File: src/rtl/alu.sv
// Registered 32-bit ALU: inverting adder plus eight bitwise ops, with NZCV flags and a one-cycle valid pulse.
// Optional ALU_SHIFT_CARRY_EN: logic ops load C from shifter_carry instead of holding it.
module alu #(
    parameter int WIDTH = 32
) (
    input  logic             clk,
    input  logic             rst_n,
    input  logic             active,
    input  logic [WIDTH-1:0] a,
    input  logic [WIDTH-1:0] b,
    input  logic             invert_a,
    input  logic             invert_b,
    input  logic             is_logic,
    input  logic [2:0]       logic_idx,
    input  logic             cin,
`ifdef ALU_SHIFT_CARRY_EN
    input  logic             shifter_carry,
`endif
    output logic [WIDTH-1:0] result,
    output logic             n,
    output logic             z,
    output logic             c,
    output logic             v,
    output logic             valid
);

    logic [WIDTH-1:0] op_a, op_b, logic_res, res_next;
    logic [WIDTH:0]   sum_ext;
    logic             add_ovf;

    assign op_a    = invert_a ? ~a : a;
    assign op_b    = invert_b ? ~b : b;
    assign sum_ext = {1'b0, op_a} + {1'b0, op_b} + {{WIDTH{1'b0}}, cin};
    // Signed overflow: operands agree in sign but the sum does not.
    assign add_ovf = (op_a[WIDTH-1] == op_b[WIDTH-1]) && (sum_ext[WIDTH-1] != op_a[WIDTH-1]);

    always_comb begin
        logic_res = '0;
        case (logic_idx)
            3'd0:    logic_res = op_a & op_b;
            3'd1:    logic_res = op_a ^ op_b;
            3'd2:    logic_res = op_a | op_b;
            3'd3:    logic_res = op_b;
            3'd4:    logic_res = op_a;
            3'd5:    logic_res = ~(op_a & op_b);
            3'd6:    logic_res = ~(op_a | op_b);
            default: logic_res = ~(op_a ^ op_b);
        endcase
    end

    assign res_next = is_logic ? logic_res : sum_ext[WIDTH-1:0];

    always_ff @(posedge clk or negedge rst_n) begin
        if (!rst_n) begin
            result <= '0;
            n      <= 1'b0;
            z      <= 1'b0;
            c      <= 1'b0;
            v      <= 1'b0;
            valid  <= 1'b0;
        end else begin
            valid <= active;
            if (active) begin
                result <= res_next;
                n      <= res_next[WIDTH-1];
                z      <= (res_next == '0);
                if (!is_logic) begin
                    c <= sum_ext[WIDTH];
                    v <= add_ovf;
                end else begin
`ifdef ALU_SHIFT_CARRY_EN
                    c <= shifter_carry;
`else
                    c <= c;
`endif
                end
            end
        end
    end

endmodule

File: config.mk
export PLATFORM = sky130hd
export DESIGN_NAME = alu
export DESIGN_NICKNAME = d
export VERILOG_FILES = /design/src/rtl/alu.sv
export SDC_FILE = /design/constraint.sdc
export NUM_CORES = 1
export LEC_CHECK = 0
export ABC_AREA = 1
export BUFFER_PORTS_ARGS = -buffer_cell sky130_fd_sc_hd__buf_2
export CORE_UTILIZATION = 35
export CTS_BUF_LIST = sky130_fd_sc_hd__clkbuf_16
export DETAILED_ROUTE_END_ITERATION = 8
export SYNTH_ARGS = -nofsm -noshare
export SYNTH_HDL_FRONTEND = slang
export SYNTH_SLANG_ARGS = --single-unit
export TNS_END_PERCENT = 5
File: constraint.sdc
create_clock -name clk -period 1.1 [get_ports clk]
set_input_delay 0.055 -clock clk [delete_from_list [all_inputs] [get_ports clk]]
set_output_delay 0.055 -clock clk [all_outputs]
set_load 0.1 [all_outputs]
== After elaboration in Yosys (flattened, before gate mapping) ==
Cells that the tools add are included.

* $add $sub $neg: 2
* Eq/ne operators: 8
* Mux-type cells: 4
* Bitwise logic cells: 9
* Reduce and logical (&&, ||, !) cells: 4

{| class="wikitable"
|+ Operators with widths
! operator !! number
|-
| 32-bit one-hot mux with 7 select lines || 1
|-
| 32-bit NOT || 5
|-
| 32-bit two-way mux || 3
|-
| 32-bit by 32-bit adder with 33-bit output || 1
|-
| 33-bit by 1-bit adder with 33-bit output || 1
|-
| 32-bit AND || 1
|-
| 32-bit zero test || 1
|-
| 32-bit OR || 1
|-
| 32-bit bitwise XOR || 1
|-
| 3-bit == test, second input constant || 3
|-
| 3-bit by 2-bit == test with 1-bit output, second input constant || 2
|-
| 3-bit by 1-bit == test with 1-bit output, second input constant || 1
|-
| 3-bit zero test || 1
|-
| 2-bit AND reduction || 1
|-
| 1-bit == test || 1
|-
| 1-bit logical AND || 1
|-
| 1-bit inequality test || 1
|-
| 1-bit NOT || 1
|}

* Register bits after elaboration: 37
* Input bits: 74
* Output and inout port bits: 37
* Word-level logic and storage cells: 33

== Longest topological paths before layout ==
Gate-level depths: netlist (run 1).

* Word-level depth: 7
* Gate-level depth with buffers: 24
* Mapped depth without buffers: 23

== Worst setup path after synthesis (run 1) ==
OpenSTA, ideal clock, no wires.

* Path kind: input to register
* Start point: input invert_b
* End point: register z
* Setup time: 68 ps
* Data arrival time: 2307 ps
* Data required time: 1032 ps
* Setup slack: -1274 ps
* Stages: 19
* Path buffers: 2
* Cell sequence: buf_6 -> buf_2 -> xnor2_1 -> inv_1 -> ha_1 -> nand2_1 -> nor2_1 -> inv_1 -> nor3_1 -> o21ai_0 -> nand3_1 -> nand2_1 -> nand3_1 -> nand3_1 -> nor2_1 -> nand3_1 -> nor2_1 -> nand3_1 -> nand2_1

* Cells in the longest elaborated chain, start to end: 6
* Elaborated cells on any way between the ends: 12
* Those cells by class: add/sub (2); mux (3); bitwise (6); reduce/logical (1)

{| class="wikitable"
|+ RTL lines
! what !! line !! text
|-
| start: declaration || 12 || <nowiki>input logic invert_b,</nowiki>
|-
| 32-bit two-way mux (*) || 32 || <nowiki>assign op_b = invert_b ? ~b : b;</nowiki>
|-
| parallel branches: the longest is 3 deep, another holds 32-bit by 32-bit adder with 33-bit output || -- ||
|-
| 32-bit two-way mux (*) || 51 || <nowiki>assign res_next = is_logic ? logic_res : sum_ext[WIDTH-1:0];</nowiki>
|-
| 32-bit zero test (*) || 66 || <nowiki>z <= (res_next == '0);</nowiki>
|-
| end signal: assignment || 66 ||
|-
| end: declaration || 21 || <nowiki>output logic z,</nowiki>
|}

Every way passes the cells marked *.
A chain may end at the register's enable or synchronous reset.

== Worst setup path in the final report (run 1) ==
* Start point: input invert_a
* End point: register z

* Cells in the longest elaborated chain, start to end: 6
* Elaborated cells on any way between the ends: 12
* Those cells by class: add/sub (2); mux (3); bitwise (6); reduce/logical (1)

{| class="wikitable"
|+ RTL lines
! what !! line !! text
|-
| start: declaration || 11 || <nowiki>input logic invert_a,</nowiki>
|-
| 32-bit two-way mux (*) || 31 || <nowiki>assign op_a = invert_a ? ~a : a;</nowiki>
|-
| parallel branches: the longest is 3 deep, another holds 32-bit by 32-bit adder with 33-bit output || -- ||
|-
| 32-bit two-way mux (*) || 51 ||
|-
| 32-bit zero test (*) || 66 ||
|}

Marked as above.

==> flow_summary.ini, run 1 <==
[setup_path]
cpMostUsedCell = nor2_1
cp.arrival_ps = 2460
path_cells = buf_12, inv_6, buf_12, or2_4, nand2_4, ha_4, buf_6, inv_1, o22ai_1, nor2_1, o2111ai_1, nand2_2, nand3_1, nor2_1, nand3_2, nor2_1, nand3_1, nand2_1
required_ps = 1320
start_kind = input pin
cp_max_fo = 10
end_kind = flip-flop
crit_path_max_incr_delay_ps = 280
critical_path.slowest_cell = o2111ai_1
path_class = input pin to flip-flop

[floorplan]
rows = 50
die_h_um = 142
initial_utilization_pct = 36.3
core_area_mm2 = 0.0190
die_area_mm2 = 0.0202
io_pins = 111
die_w_um = 142

[clocking]
root_buffer = clkbuf_16
cts_max_path_buffers = 2
cts_tree = yes
cts_sinks = 36
htreeDepth = 2
cts_buffers = 5
clk_pin_slew_ps = 50
clkLatencyLatePin_ps = 280

[sta]
rsz0062_at_grt = yes
fin_skew_ps = 0
holdWs_ps = 177
tightest_slew_ps = 541
finalSetupViolCount = 35
max_slew_margin_pct = 63.9
min_period_over_period_pct = 204
fin_ws_ps = -1140
drv_slew = 0
tns_ps = -29400
fmax_mhz = 446
finalHoldViolCount = 0
layout_min_cycle_time_ps = 2240

[power_and_ir_drop]
ir_worst_vdd_mv = 0.699
powerDensity_mw_per_mm2 = 1170
power_leakage_uw = 0.00649

[outcome]
failed_checks = negative setup slack
outcome = finished with violations

[global_route]
track_usage_pct = 30.5
antenna_found_initial = 0
grt_pass1_wl_mm = 47.9
grt_max_degree = 43
grt_pass1_vias = 9036
grt-ovfl-total = 0

[layout]
area.growth.synth_to_final_pct = 92.2
fillers = 1597
multiInputGateArea_mm2 = 0.00702
diodes = 0
finalNetCount = 1773
drive_above_1_share_pct = 49.2
register_area_um2 = 901

[logic_synthesis]
synth_top_flop_cell = dfrtp_1
yosysWarningCount = 0
async_flop_share_pct = 100
netlist_area_mm2 = 0.00688
seq_area_frac_synth_pct = 13.1
synth_seq_cells = 36
synth-edff-count = 0
synth_nets = 1351
syn_inst = 1212
syn_avg_cell_area_um2 = 5.67
ys_types = 43

[routing]
postRouteWirelength_mm = 32.4
dr_total_vias = 9837
dr.pass1.iters = 5
drt_iter0_markers = 722
detail_route.wl_per_cell_um = 17.1
drc_errors = 0
ant_nets = 0
vias_per_cell = 5.19

[placement]
gp_congestion = 0.998
dp_hpwl_mm = 25.1
port_buffers = 110

[job]
maxCapViolCount = 0

[worst_hold_path]
min_path_type = input pin to flip-flop
-- sequential cells by signal, indices dropped and copies added (netlist names) --
signal  flops
v           1
c           1
z           1
valid       1
result     32
-- through the flow --
step / instances / power (µW) / instance area (µm²) / setup slack (ps) / utilization, %
finish: 1894 / 15400 / 13200 / -1140 / 69.7
global route: 1894 / 16200 / 13200 / -1300 / 69.7
global placement: 1856 / 11700 / 10900 / -1800 / 57.3
detailed placement: 1856 / 11800 / 10900 / -1810 / 57.3
CTS: 1875 / 14100 / 12000 / -1130 / 63.4
floorplan: 1212 / 6970 / 7050 / -1110 / -
-- synthesized netlist by cell type, types with 2 or more instances --
| cell | instances | share of area [%] |
|---|---|---|
| buf_2 | 18 | 1.3 |
| clkbuf_1 | 17 | 0.93 |
| a221oi_1 | 2 | 0.25 |
| o22ai_1 | 39 | 3.5 |
| o2111ai_1 | 12 | 1.5 |
| o21bai_1 | 3 | 0.33 |
| inv_1 | 172 | 9.4 |
| nor3_1 | 12 | 0.87 |
| o21ai_0 | 58 | 4.2 |
| a21oi_1 | 82 | 6.0 |
| or2_2 | 24 | 2.2 |
| o211ai_1 | 4 | 0.44 |
| nand2_2 | 5 | 0.45 |
| a22oi_1 | 12 | 1.3 |
| xnor2_1 | 16 | 2.0 |
| o31ai_1 | 2 | 0.22 |
| nand4_1 | 8 | 0.73 |
| nand3_1 | 92 | 6.7 |
| nor2_1 | 133 | 7.3 |
| a21boi_0 | 2 | 0.22 |
| nand2_1 | 331 | 18 |
| buf_4 | 4 | 0.44 |
| a31oi_1 | 14 | 1.3 |
| xor2_1 | 24 | 3.1 |
| dfrtp_1 | 36 | 13 |
| inv_2 | 6 | 0.33 |
| buf_1 | 3 | 0.16 |
| ha_1 | 64 | 12 |
| nand3b_1 | 3 | 0.33 |
-- kinds of logic after synthesis --
group           count (synthesis)  synth area share (%)
simple gates                  612                  37.0
fa+ha+maj                      65                  11.9
flops                          36                  13.1
xor+xnor                       40                  5.09
compound gates                237                  20.1
buf+inv                       222                  12.8
-- worst max-delay path: cells and delay by family --
family          cells  cell delay, ps
buf+inv             5             600
compound gates      2             400
fa+ha+maj           1             220
simple gates       10            1170
-- cell usage in the layout, fill, tap and decap left out, types with 17 or more instances in the layout --
| cell type | instances |
|---|---|
| buf_4 | 303 |
| nand2_1 | 246 |
| inv_1 | 143 |
| nor2_1 | 91 |
| buf_2 | 69 |
| nand3_1 | 63 |
| nand2_2 | 62 |
| buf_12 | 59 |
| a21oi_1 | 52 |
| o21ai_0 | 39 |
| o22ai_1 | 39 |
| dfrtp_1 | 36 |
| inv_2 | 33 |
| ha_1 | 33 |
| ha_4 | 30 |
| nand2_4 | 28 |
| nand3_2 | 25 |
| nor2_2 | 23 |
| a21oi_2 | 21 |
| buf_6 | 21 |
| nor2_4 | 20 |
| or2_2 | 17 |
-- where the power goes --
group	internal (µW)	total [µW]	switching [µW]
clock	808	1290	481
combinational	5350	12300	6950
sequential	1580	1850	278
-- path summary, 6_finish.rpt --
path	slack, ps	to	depth (start not counted)	from
worst max-delay path	-1140	z$_DFFE_PN0P_	18	invert_a
worst min-delay path	180	valid$_DFF_PN0_	2	active
worst max register to register	360	result[6]$_DFFE_PN0P_	2	result[6]$_DFFE_PN0P_
worst min register to register	540	result[15]$_DFFE_PN0P_	2	result[15]$_DFFE_PN0P_
max in group asynchronous	630	result[18]$_DFFE_PN0P_	3	rst_n
min in group asynchronous	280	result[5]$_DFFE_PN0P_	3	rst_n
-- routing by layer --
metal | GRT usage [%] | wire, µm | vias to the layer above
met3 | 3.43 | 2660 | 41
li1 | - | - | 4785
met2 | 46.8 | 14200 | 437
met5 | 0 | 0 | -
met4 | 7.24 | 586 | 0
met1 | 45.2 | 14900 | 4574
-- area by class of cell --
class	count	share of cell area [%]
flip-flops and latches	36	6.81
clock buffers	5	0.946
inverters	179	5.16
multi-input cells	954	53.1
clock inverters	2	0.0568
repair buffers	458	31.4
well taps	260	2.46
-- timing repair --
action                                  in CTS  in global routing
hold endpoints to repair                    36                  0
cloned                                       0                  2
gates resized for setup                    213                237
buffers inserted                            11                 18
hold buffers                                 1                  0
endpoints found under the setup margin      35                 35
pin swaps                                   54                104
(Power assumes the default switching activity.)
==> run 2: changes to the inputs <==
GPL_ROUTABILITY_DRIVEN = 0   (was not set)
RECOVER_POWER = 25   (was not set)
==> flow_summary.ini, run 2 (synthesized netlist as in run 1, its figures left out) <==
[outcome]
outcome = finished with violations
failed_checks = negative setup slack

[setup_path]
cp.arrival_ps = 2490
worst-r2r-setup-slack_ps = 330
cp_max_fo = 7
path_class = input pin to flip-flop
end_kind = flip-flop
required_ps = 1320
start_kind = input pin

[placement]
placed_cells = 1867
dp_hpwl_mm = 23.7
place_area_mm2 = 0.0108
port_buffers = 110

[layout]
final_util_pct = 64.6
layout_common_cells = 314 x buf_4, 266 x nand2_1, 166 x inv_1
largest_register = result
finalNetCount = 1765
fin_area_mm2 = 0.0123
area.growth.synth_to_final_pct = 78.2
stdcell_count = 1886
drive_above_1_share_pct = 43.9
largest_reg_flops = 32
mostFrequentLayoutCell = buf_4
diodes = 0

[sta]
fin_skew_ps = 0
tightest_slew_ps = 1010
min_period_over_period_pct = 207
fin_ws_ps = -1170
layout_min_cycle_time_ps = 2270
max_slew_margin_pct = 32.9
holdWs_ps = 219
fmax_mhz = 440
rsz0062_at_grt = yes
finalSetupViolCount = 35
finalHoldViolCount = 0
drv_slew = 0

[clocking]
cts_max_path_buffers = 2
cts_tree = yes
cts_sinks = 36
cts_buffers = 5
clk_pin_slew_ps = 50
root_buffer = clkbuf_16
htreeDepth = 2
clkLatencyLatePin_ps = 280

[global_route]
antenna_found_initial = 0
track_usage_pct = 29.4
grt-ovfl-total = 0
grt_pass1_wl_mm = 47.0
grt_max_degree = 43
grt_pass1_vias = 9306

[floorplan]
rows = 50
die_area_mm2 = 0.0202
initial_utilization_pct = 36.3
io_pins = 111
die_h_um = 142
die_w_um = 142
core_area_mm2 = 0.0190

[routing]
drt_iter0_markers = 987
drc_errors = 0
vias_per_cell = 5.16
ant_nets = 0
dr_total_vias = 9724
postRouteWirelength_mm = 29.7
dr.pass1.iters = 5
detail_route.wl_per_cell_um = 15.8

[power_and_ir_drop]
powerDensity_mw_per_mm2 = 1180
ir_worst_vdd_mv = 0.641
power_leakage_uw = 0.00622

[worst_hold_path]
min_path_type = input pin to flip-flop

[job]
maxCapViolCount = 0
## run 2: where the power goes
part / switching [µW] / internal (µW)
registers: 284 / 1580
logic: 6430 / 4930
clock network: 480 / 811
total: 7190 / 7320
## run 2: through the flow
| step | TNS, ps | total power (µW) | setup WS, ps |
|---|---|---|---|
| after floorplan | -28380 | 6970 | -1110 |
| after global placement | -45920 | 11500 | -1770 |
| after detailed placement | -47270 | 11700 | -1750 |
| after CTS | -29740 | 13800 | -1160 |
| after global routing | -34310 | 15400 | -1360 |
| final | -30670 | 14500 | -1170 |
## run 2: worst paths after layout
| check | endpoint | from | cells after the start |
|---|---|---|---|
| max | z$_DFFE_PN0P_ | invert_a | 23 |
| min | result[3]$_DFFE_PN0P_ | active | 5 |
| max reg2reg | result[8]$_DFFE_PN0P_ | result[8]$_DFFE_PN0P_ | 2 |
| min reg2reg | result[7]$_DFFE_PN0P_ | result[7]$_DFFE_PN0P_ | 2 |
| max in group asynchronous | result[28]$_DFFE_PN0P_ | rst_n | 3 |
| min in group asynchronous | result[0]$_DFFE_PN0P_ | rst_n | 3 |
## run 2: critical path, stage by stage
cell and delay, ps:
buf_12 110, buf_12 140, xor2_2 170, ha_1 310, ha_2 200, inv_2 50, nand2_2 60, ha_4 170
inv_4 60, nand2_4 70, nand2_4 80, nand2_4 70, nand2_2 80, nand2_2 70, nand2_1 60, nand3_1 80
nand2_2 120, nand3_2 120, nor2_4 110, nand3_2 80, nor2_2 100, nand3_1 60, nand2_1 60
## run 2: cell type report
class,count,area [µm²]
Multi-Input combinational cell,954,6340
Tap cell,260,325
Clock inverter,2,8.76
Timing Repair Buffer,450,3870
Sequential cell,36,901
Inverter,179,682
Fill cell,1672,6700
Clock buffer,5,125
## run 2: timing repair
item / CTS / global route
hold endpoints to repair: 36 / 0
pin swaps: 39 / 48
endpoints found under the setup margin: 35 / 35
buffers inserted: 7 / 4
gates resized for setup: 183 / 107
hold buffers: 1 / 0
gates cloned: 0 / 0
## run 2: per-layer routing
metal | GRT usage, % | up-vias | share of wire (%)
met3 | 4.58 | 51 | 9.7
met2 | 47.0 | 473 | 44
met1 | 41.2 | 4440 | 44
met4 | 6.62 | 0 | 1.9
met5 | 0 | - | 0
li1 | - | 4760 | -
==> run 3: changes to the inputs <==
ABC_AREA = not set   (was 1)
==> flow_summary.ini, run 3 <==
[sta]
max_slew_margin_pct = 58.4
min_period_over_period_pct = 294
drv_slew = 0
finalSetupViolCount = 35
holdWs_ps = 260
fmax_mhz = 309
fin_ws_ps = -2130
fin_skew_ps = 0
tightest_slew_ps = 621
layout_min_cycle_time_ps = 3230
rsz0062_at_grt = yes
finalHoldViolCount = 0

[clocking]
root_buffer = clkbuf_16
cts_buffers = 5
clk_pin_slew_ps = 50
cts_tree = yes
htreeDepth = 2
clkLatencyLatePin_ps = 270
cts_sinks = 36
cts_max_path_buffers = 2

[logic_synthesis]
yosysWarningCount = 0
yosysMostFrequentCell = a21oi_1
synth-edff-count = 0
seq_area_frac_synth_pct = 12.3
yosysTopAreaCell = dfrtp_1
yosys-top-cells-area = dfrtp_1 12%, ha_1 11%, a21oi_1 7.1%, xor2_1 5.8%, nor2_1 4.9%
synth_top_flop_cell = dfrtp_1
ys_types = 77
ys_top_cells_by_count = 103 x a21oi_1, 95 x nor2_1, 88 x inv_1, 69 x o21ai_0
synth_nets = 1177
async_flop_share_pct = 100
synth_top_cell_area_share_pct = 12.3
syn_avg_cell_area_um2 = 7.03
netlist_area_mm2 = 0.00729
syn_inst = 1038
synth_seq_cells = 36

[floorplan]
core_area_mm2 = 0.0204
initial_utilization_pct = 35.8
die_area_mm2 = 0.0214
die_w_um = 146
io_pins = 111
die_h_um = 146
rows = 52

[worst_hold_path]
min_path_type = input pin to flip-flop

[setup_path]
critPathBufInv = 4
required_ps = 1290
cpMostUsedCell = nand2_1
crit_path_max_incr_delay_ps = 530
cp_max_fo = 13
end_kind = flip-flop
cp_top_family = simple AND/OR/NAND/NOR gates
path_cells = buf_12, buf_6, buf_4, xor2_2, ha_1, buf_4, nand2_1, o211ai_1, nand2_1, nand2_1, nand2_1, and4_4, or4_4, nor4_4, nand4_1, o32ai_2
start_kind = input pin
critical_path.slowest_cell = or4_4
path_class = input pin to flip-flop
cp.arrival_ps = 3420

[power_and_ir_drop]
power_leakage_uw = 0.00562
finalPower_uw = 17300
ir_worst_vdd_mv = 1.03
powerDensity_mw_per_mm2 = 1460

[routing]
vias_per_cell = 5.66
detail_route.wl_per_cell_um = 18.7
drt_iter0_markers = 930
postRouteWirelength_mm = 31.5
ant_nets = 0
drc_errors = 0
dr.pass1.iters = 7
dr_total_vias = 9528

[layout]
final_util_pct = 58.3
area.growth.synth_to_final_pct = 62.7
largest_register = result
finalNetCount = 1552
drive_above_1_share_pct = 41.3
mostFrequentLayoutCell = buf_4
layout_common_cells = 334 x buf_4, 94 x a21oi_1, 94 x nor2_1
largest_reg_flops = 32
diodes = 0
fin_area_mm2 = 0.0119

[placement]
port_buffers = 110
place_area_mm2 = 0.0110
dp_hpwl_mm = 24.4

[global_route]
grt_max_degree = 60
grt-ovfl-total = 0
grt_pass1_vias = 9457
track_usage_pct = 29.2
grt_pass1_wl_mm = 49.9
antenna_found_initial = 0

[outcome]
outcome = finished with violations
failed_checks = negative setup slack

[job]
maxCapViolCount = 0
run 3: worst min-delay path: cells and delay by family:
family,cells,cell delay [ps]
buffers and inverters,2,210
AOI/OAI and AO/OA,2,210
and+or+nand+nor,1,30
run 3: cell type report:
type,instances,area [µm²]
Timing Repair Buffer,461,3880
Clock buffer,5,125
Multi-Input combinational cell,818,6270
Fill cell,1811,8490
Tap cell,270,338
Clock inverter,2,7.51
Sequential cell,36,901
Inverter,91,342
run 3: kinds of logic after synthesis:
group	share of synthesized area, %
adders and majority gates	11.3
AOI/OAI and AO/OA	33.6
buffers and inverters	9.98
xor gates and xnor gates	9.52
muxes	5.15
DFF	12.3
and+or+nand+nor	18.1
run 3: worst paths after layout:
check,from,cells past startpoint,slack [ps],endpoint
setup reg to reg,result[31]$_DFFE_PN0P_,1,230,result[31]$_DFFE_PN0P_
hold reg to reg,v$_DFFE_PN0P_,2,540,v$_DFFE_PN0P_
hold / removal,active,5,260,result[2]$_DFFE_PN0P_
min in group asynchronous,rst_n,3,400,result[31]$_DFFE_PN0P_
max in group asynchronous,rst_n,3,350,result[2]$_DFFE_PN0P_
setup / recovery,invert_b,16,-2130,z$_DFFE_PN0P_
run 3: per-stage QoR:
stage,setup TNS [ps],cells,setup WS (ps)
detailed placement,-69850,1666,-2700
finish,-51440,1683,-2130
global placement,-67330,1666,-2670
global route,-55520,1683,-2200
CTS,-49680,1681,-2130
floorplan,-59680,1038,-2490
run 3: metal layers:
metal,up-vias,global-route usage [%],routed length (µm)
met4,0,12.1,1390
met1,4498,36.9,12700
li1,4495,-,-
met2,435,49.0,14900
met3,100,4.91,2530
met5,-,0,0
run 3: power breakdown:
part	leakage (µW)	internal, µW	switching (µW)
logic	0.00514	6050	7780
registers	0.000419	1700	446
clock network	0.0000648	810	519
total	0.00562	8560	8740
run 3: what timing repair did:
item	in CTS	in global routing
endpoints found under the setup margin	35	35
hold buffers	1	0
resized for setup	95	29
hold endpoints to repair	36	0
pin swaps	28	8
setup buffers	7	2
